### src/rtl/cernbe_fifo_port_if.sv
// CERN-BE submap bus bundle between the upstream submap decoder (master)
// and a terminating port (slave).
//   VMEAddr   : word select, 0 = STATUS, 1 = DATA
//   VMERdMem  : one-cycle read strobe;   VMEWrMem : one-cycle write strobe
//   VMEWrData : write data, qualified by VMEWrMem
//   VMERdData : registered read data, valid while VMERdDone is high
//   VMERdDone / VMEWrDone : one-cycle completion pulses
interface cernbe_fifo_port_if;
  logic [2:2]  VMEAddr;
  logic [31:0] VMERdData;
  logic [31:0] VMEWrData;
  logic        VMERdMem;
  logic        VMEWrMem;
  logic        VMERdDone;
  logic        VMEWrDone;

  modport master (
    output VMEAddr, VMEWrData, VMERdMem, VMEWrMem,
    input  VMERdData, VMERdDone, VMEWrDone
  );

  modport slave (
    input  VMEAddr, VMEWrData, VMERdMem, VMEWrMem,
    output VMERdData, VMERdDone, VMEWrDone
  );
endinterface

### src/rtl/cernbe_fifo_port.sv
// Streaming FIFO exposed to software through a two-word CERN-BE submap.
// A local producer pushes 32-bit words over valid/ready; the bus side reads
// STATUS, pops words from DATA, and may push words into DATA for loopback.
// Ports:
//   Clk, Rst        : clock, synchronous active-high reset
//   vme             : submap bus (slave side), see cernbe_fifo_port_if
//   fifo_wr_data_i  : producer word
//   fifo_wr_valid_i : producer word valid
//   fifo_wr_ready_o : word accepted this cycle when valid is also high
//   fifo_empty_o    : registered count == 0
//   fifo_full_o     : registered count == DEPTH
// STATUS word: [15:0] count, [16] empty, [17] full, [18] overflow sticky,
//              [19] underflow sticky. Writing STATUS: bit0 clears the FIFO,
//              bit1 clears both sticky bits.
module cernbe_fifo_port #(
  parameter int DEPTH = 16
) (
  input  logic                 Clk,
  input  logic                 Rst,
  cernbe_fifo_port_if.slave    vme,
  input  logic [31:0]          fifo_wr_data_i,
  input  logic                 fifo_wr_valid_i,
  output logic                 fifo_wr_ready_o,
  output logic                 fifo_empty_o,
  output logic                 fifo_full_o
);
  localparam int          AW      = (DEPTH > 1) ? $clog2(DEPTH) : 1;
  localparam logic [AW:0] DEPTH_C = (AW+1)'(DEPTH);

  logic [31:0]   mem [DEPTH];
  logic [AW-1:0] head, tail;
  logic [AW:0]   count;
  logic          ovf, udf;
  logic [31:0]   rd_data;
  logic          rd_done, wr_done;

  logic          sel_data, wr_stb, rd_stb;
  logic          clr, clr_sticky, bus_push_req, pop_req;
  logic          empty, full, ready;
  logic          stream_push, bus_push, push, pop;
  logic [31:0]   push_data, status;

  // A strobe with both read and write high is treated as a write only;
  // the read still gets its done pulse with the previous read data.
  assign sel_data     = vme.VMEAddr[2];
  assign wr_stb       = vme.VMEWrMem;
  assign rd_stb       = vme.VMERdMem && !vme.VMEWrMem;

  assign clr          = wr_stb && !sel_data && vme.VMEWrData[0];
  assign clr_sticky   = wr_stb && !sel_data && vme.VMEWrData[1];
  assign bus_push_req = wr_stb && sel_data;
  assign pop_req      = rd_stb && sel_data;

  assign empty        = (count == '0);
  assign full         = (count == DEPTH_C);

  // Bus DATA writes own the write port, and a clear must not race a push,
  // so the stream is held off in either case.
  assign ready        = !full && !Rst && !(wr_stb && (sel_data || vme.VMEWrData[0]));
  assign stream_push  = fifo_wr_valid_i && ready;
  assign bus_push     = bus_push_req && !full;
  assign push         = stream_push || bus_push;
  assign pop          = pop_req && !empty;
  assign push_data    = bus_push ? vme.VMEWrData : fifo_wr_data_i;

  assign status       = {12'd0, udf, ovf, full, empty, 16'(count)};

  // Storage is never reset; a clear only rewinds the pointers.
  always_ff @(posedge Clk) begin
    if (!Rst && push && !clr)
      mem[tail] <= push_data;
  end

  always_ff @(posedge Clk) begin
    if (Rst) begin
      head    <= '0;
      tail    <= '0;
      count   <= '0;
      ovf     <= 1'b0;
      udf     <= 1'b0;
      rd_data <= '0;
      rd_done <= 1'b0;
      wr_done <= 1'b0;
    end else begin
      rd_done <= vme.VMERdMem;
      wr_done <= vme.VMEWrMem;

      if (clr) begin
        head  <= '0;
        tail  <= '0;
        count <= '0;
      end else begin
        if (push) tail <= tail + AW'(1);
        if (pop)  head <= head + AW'(1);
        if (push && !pop)      count <= count + (AW+1)'(1);
        else if (pop && !push) count <= count - (AW+1)'(1);
      end

      if (clr_sticky) begin
        ovf <= 1'b0;
        udf <= 1'b0;
      end else begin
        if (bus_push_req && full) ovf <= 1'b1;
        if (pop_req && empty)     udf <= 1'b1;
      end

      if (rd_stb)
        rd_data <= sel_data ? (empty ? 32'd0 : mem[head]) : status;
    end
  end

  assign vme.VMERdData = rd_data;
  assign vme.VMERdDone = rd_done;
  assign vme.VMEWrDone = wr_done;
  assign fifo_wr_ready_o = ready;
  assign fifo_empty_o    = empty;
  assign fifo_full_o     = full;
endmodule

### src/flat_wrapper.sv
// flat-port wrapper written by rule: the top's interface ports become plain ports
module cernbe_fifo_port_flat 
#(
  parameter int DEPTH = 16
)
  (Clk, Rst, fifo_wr_data_i, fifo_wr_valid_i, fifo_wr_ready_o, fifo_empty_o, fifo_full_o, vme_VMEAddr, vme_VMEWrData, vme_VMERdMem, vme_VMEWrMem, vme_VMERdData, vme_VMERdDone, vme_VMEWrDone);
  cernbe_fifo_port_if vme_i ();
  input  logic Clk;
  input  logic Rst;
  input  logic [31:0] fifo_wr_data_i;
  input  logic fifo_wr_valid_i;
  output logic fifo_wr_ready_o;
  output logic fifo_empty_o;
  output logic fifo_full_o;
  input wire logic [$bits(vme_i.VMEAddr)-1:0] vme_VMEAddr;
  input wire logic [$bits(vme_i.VMEWrData)-1:0] vme_VMEWrData;
  input wire logic [$bits(vme_i.VMERdMem)-1:0] vme_VMERdMem;
  input wire logic [$bits(vme_i.VMEWrMem)-1:0] vme_VMEWrMem;
  output wire logic [$bits(vme_i.VMERdData)-1:0] vme_VMERdData;
  output wire logic [$bits(vme_i.VMERdDone)-1:0] vme_VMERdDone;
  output wire logic [$bits(vme_i.VMEWrDone)-1:0] vme_VMEWrDone;
  assign vme_i.VMEAddr = vme_VMEAddr;
  assign vme_i.VMEWrData = vme_VMEWrData;
  assign vme_i.VMERdMem = vme_VMERdMem;
  assign vme_i.VMEWrMem = vme_VMEWrMem;
  assign vme_VMERdData = vme_i.VMERdData;
  assign vme_VMERdDone = vme_i.VMERdDone;
  assign vme_VMEWrDone = vme_i.VMEWrDone;
  cernbe_fifo_port #(.DEPTH(DEPTH)) u_core (.Clk(Clk), .Rst(Rst), .vme(vme_i), .fifo_wr_data_i(fifo_wr_data_i), .fifo_wr_valid_i(fifo_wr_valid_i), .fifo_wr_ready_o(fifo_wr_ready_o), .fifo_empty_o(fifo_empty_o), .fifo_full_o(fifo_full_o));
endmodule
### config.mk
export PLATFORM = sky130hd
export DESIGN_NAME = cernbe_fifo_port_flat
export DESIGN_NICKNAME = d
export VERILOG_FILES = /design/src/rtl/cernbe_fifo_port_if.sv /design/src/rtl/cernbe_fifo_port.sv /design/src/flat_wrapper.sv
export SDC_FILE = /design/constraint.sdc
export NUM_CORES = 1
export LEC_CHECK = 0
export BUFFER_PORTS_ARGS = -buffer_cell sky130_fd_sc_hd__clkbuf_2
export CAP_MARGIN = 30
export CORE_UTILIZATION = 55
export DETAILED_ROUTE_END_ITERATION = 16
export PLACE_DENSITY = 0.73
export REMOVE_ABC_BUFFERS = 1
export SYNTH_ARGS = -nofsm -noshare
export SYNTH_HDL_FRONTEND = slang
export SYNTH_SLANG_ARGS = --single-unit
### constraint.sdc
create_clock -name Clk -period 6.1 [get_ports Clk]
set_input_delay 0.915 -clock Clk [delete_from_list [all_inputs] [get_ports Clk]]
set_output_delay 0.915 -clock Clk [all_outputs]
set_load 0.05 [all_outputs]
==> results.cfg <==
[outcome]
outcome = complete, no violations

[critical_path]
crit_path_end_kind = primary output
r2r-end = u_core.mem[11][18]$_DFFE_PP_
ff2ff_path_depth = 6
setup.worst_path.start_class = flop
path_class = flop to primary output
critPathRequiredTime_ns = 5.18
arrival_ns = 2.28
rrSetupSlack_ns = 3.03
worstPathMaxFanout = 6
timing.rr.start = u_core.count[0]$_SDFFE_PP0P_

[sta]
fin_ws_ns = 2.909
fmax_mhz = 313.4
setup_viol = 0
rsz0062_at_grt = false
finalMaxSlewViolations = 0
slew-limit-headroom_pct = 40.79
skew_ns = 0.01915
tightest_slew_ns = 0.8882
setup_tns_ns = 0
min_period_over_period_pct = 52.31
hold_ws_ns = 0.4657
hold_viol = 0
fin_crit_ns = 3.191

[cts]
clk-insertion-delay-late_ns = 0.60
cts.sinks = 565
cts_buffers = 53
cts_buffer_depth = 3
clk_transition_reported_paths_ns = 0.07
post_cts_buffers = 0
root_buffer = clkbuf_16
htreeDepth = 2
cts_tree = done
cts_hold_repair.buffers = 0
cts.repair.resized = 0

[synth]
synth-edff-count = 512
synth_cells = 1064
ys_async_sr_fraction_pct = 0
ys_warn_count = 0
yosysSeqAreaShare_pct = 75.71
syn_avg_cell_area_sq_um = 20.40
ys_seq_elements = 565
yosysUniqueCellTypes = 47
ys.flop_type = edfxtp_1
syn_area_sq_um = 21710

[routing]
drt-total-wl_microns = 45680
wire_per_inst_microns = 26.06
vias = 10827
route.detailed.drc = 0
dr.pass1.iters = 5
final_antenna_net_count = 0
drt_iter0_markers = 1024
viasPerCell = 6.176

[placed_design]
dp_slack_ns = 2.373
placed_cells = 1655
place.gp.congestion = 0.8371
dp_hpwl_microns = 26160
portBuffers = 106
placed_cell_area_sq_um = 23150

[floorplanning]
dieArea_sq_um = 40270
initial_utilization_pct = 55.91
placementRows = 72
die_x_microns = 200.7
die_y_microns = 200.7
io-pin-count = 107
core_area_sq_um = 38830

[global_routing]
gr-total-overflow = 0
grt_pass1_vias = 11015
antenna_found_initial = 0
grt_pass1_wl_microns = 68580
track_usage_pct = 23.11
grt_max_degree = 58

[cells_and_area]
nets = 1272
design_area_sq_um = 24790
drive_above_1_share_pct = 32.23
instances_no_fill = 1753
syn_to_final_growth_pct = 14.21
final_cell_mix = edfxtp_1, mux4_2, clkbuf_2, a22oi_1, clkbuf_16
num_antenna_cells = 0
final_common_cell = edfxtp_1

[min_path]
holdPathEnd = u_core.vme.VMERdData[17]$_SDFFE_PP0N_
min_path_cells = 2
min_path_type = flop to flop
hp-start = u_core.vme.VMERdData[17]$_SDFFE_PP0N_

[flow_run]
cap_violations = 0

[power_and_ir_drop]
power-per-cell-area_nw_per_um2 = 335.7
leakage_nw = 7.944
peakVddDrop_mv = 0.2552
-- routing by layer --
layer	GRT usage (%)	vias up	wire [microns]
met2	38.32	403	23160
met3	3.166	70	2558
li1	-	4665	-
met5	0	-	0
met4	6.816	0	1020
met1	32.41	5689	18940
-- synth_stat cells, drive strengths merged (2+ instances only) --
library cell,number,area [sq um]
nand2b,4,25.02
xor2,3,26.28
edfxtp,512,15370
dfxtp,53,1061
o221ai,2,17.52
a22oi,58,435.4
a221oi,2,17.52
nor4,2,12.51
a211oi,3,22.52
nand2,46,172.7
a21o,2,15.01
a32oi,2,17.52
xnor2,7,61.31
clkbuf,35,131.4
ha,9,112.6
nor3,8,40.04
a22o,24,210.2
mux2,36,405.4
o21ai,8,40.04
a21oi,15,75.07
o2bb2ai,6,52.55
mux2i,4,40.04
nor2,35,133.9
nand3,2,10.01
buf,28,151.4
inv,5,18.77
and2,3,18.77
mux4,125,2815
nor2b,7,43.79
and3,7,43.79
-- where the power goes --
part           internal (mW)  leakage [nW]  total, mW  switching [mW]
Clock                   1.75         0.796       3.14            1.38
Sequential              4.35          5.04       4.41          0.0625
Combinational          0.298          2.11      0.774           0.475
-- critical path, stage by stage (launching register included) --
cell and delay [ns]:
dfxtp_1 0.39, or4_4 0.61, nor2_1 0.33, clkbuf_2 0.36
-- worst max path at each step --
| stage | endpoint | slack (ns) | cells after the start | startpoint |
|---|---|---|---|---|
| floorplan | u_core.vme.VMERdData[4]$_SDFFE_PP0N_ | -0.27 | 4 | flop |
| global placement | u_core.mem[7][31]$_DFFE_PP_ | 2.37 | 6 | Rst |
| detailed placement | u_core.count[4]$_SDFFE_PP0P_ | 2.37 | 12 | vme_VMEWrMem |
| CTS | fifo_empty_o | 2.91 | 3 | u_core.count[0]$_SDFFE_PP0P_ |
| global route | u_core.count[4]$_SDFFE_PP0P_ | 2.76 | 12 | vme_VMEWrMem |
| finish | fifo_empty_o | 2.91 | 3 | u_core.count[0]$_SDFFE_PP0P_ |
-- metrics by stage --
stage	power [mW]	util, %
2_1_floorplan	5.064	-
3_3_place_gp	5.246	59.00
3_5_place_dp	5.270	59.63
4_1_cts	8.374	63.86
5_1_grt	8.586	63.86
6_report	8.323	63.86
-- cell type report --
type,count,area (sq um)
Clock buffer,68,1403
Timing Repair Buffer,136,938.4
Sequential cell,565,16440
Multi-Input combinational cell,430,5099
Fill cell,2584,14030
Tap cell,518,648.1
Clock inverter,30,237.7
Inverter,6,23.77
-- logic make-up (layout without fill, tap and decap cells) --
logic type / count (synthesis) / after routing / synth area share [%]
AO/OA/AOI/OAI: 126 / 126 / 4.352
XOR/XNOR: 10 / 10 / 0.4035
adder cells (fa/ha/maj): 10 / 10 / 0.6110
buffers and inverters: 69 / 240 / 1.412
flip-flops: 565 / 565 / 75.71
multiplexers: 165 / 165 / 15.02
AND/OR/NAND/NOR: 119 / 119 / 2.490
-- state kept, by name, summed over array words and instances, names as in the netlist, named ones only --
| register | cells |
|---|---|
| u_core.count | 5 |
| u_core.tail | 4 |
| u_core.mem | 512 |
| u_core.vme.VMERdData | 32 |
| u_core.vme.VMEWrDone | 1 |
| u_core.udf | 1 |
| u_core.head | 4 |
| u_core.ovf | 1 |
| u_core.vme.VMERdDone | 1 |
Power figures use the tool's default switching activity.
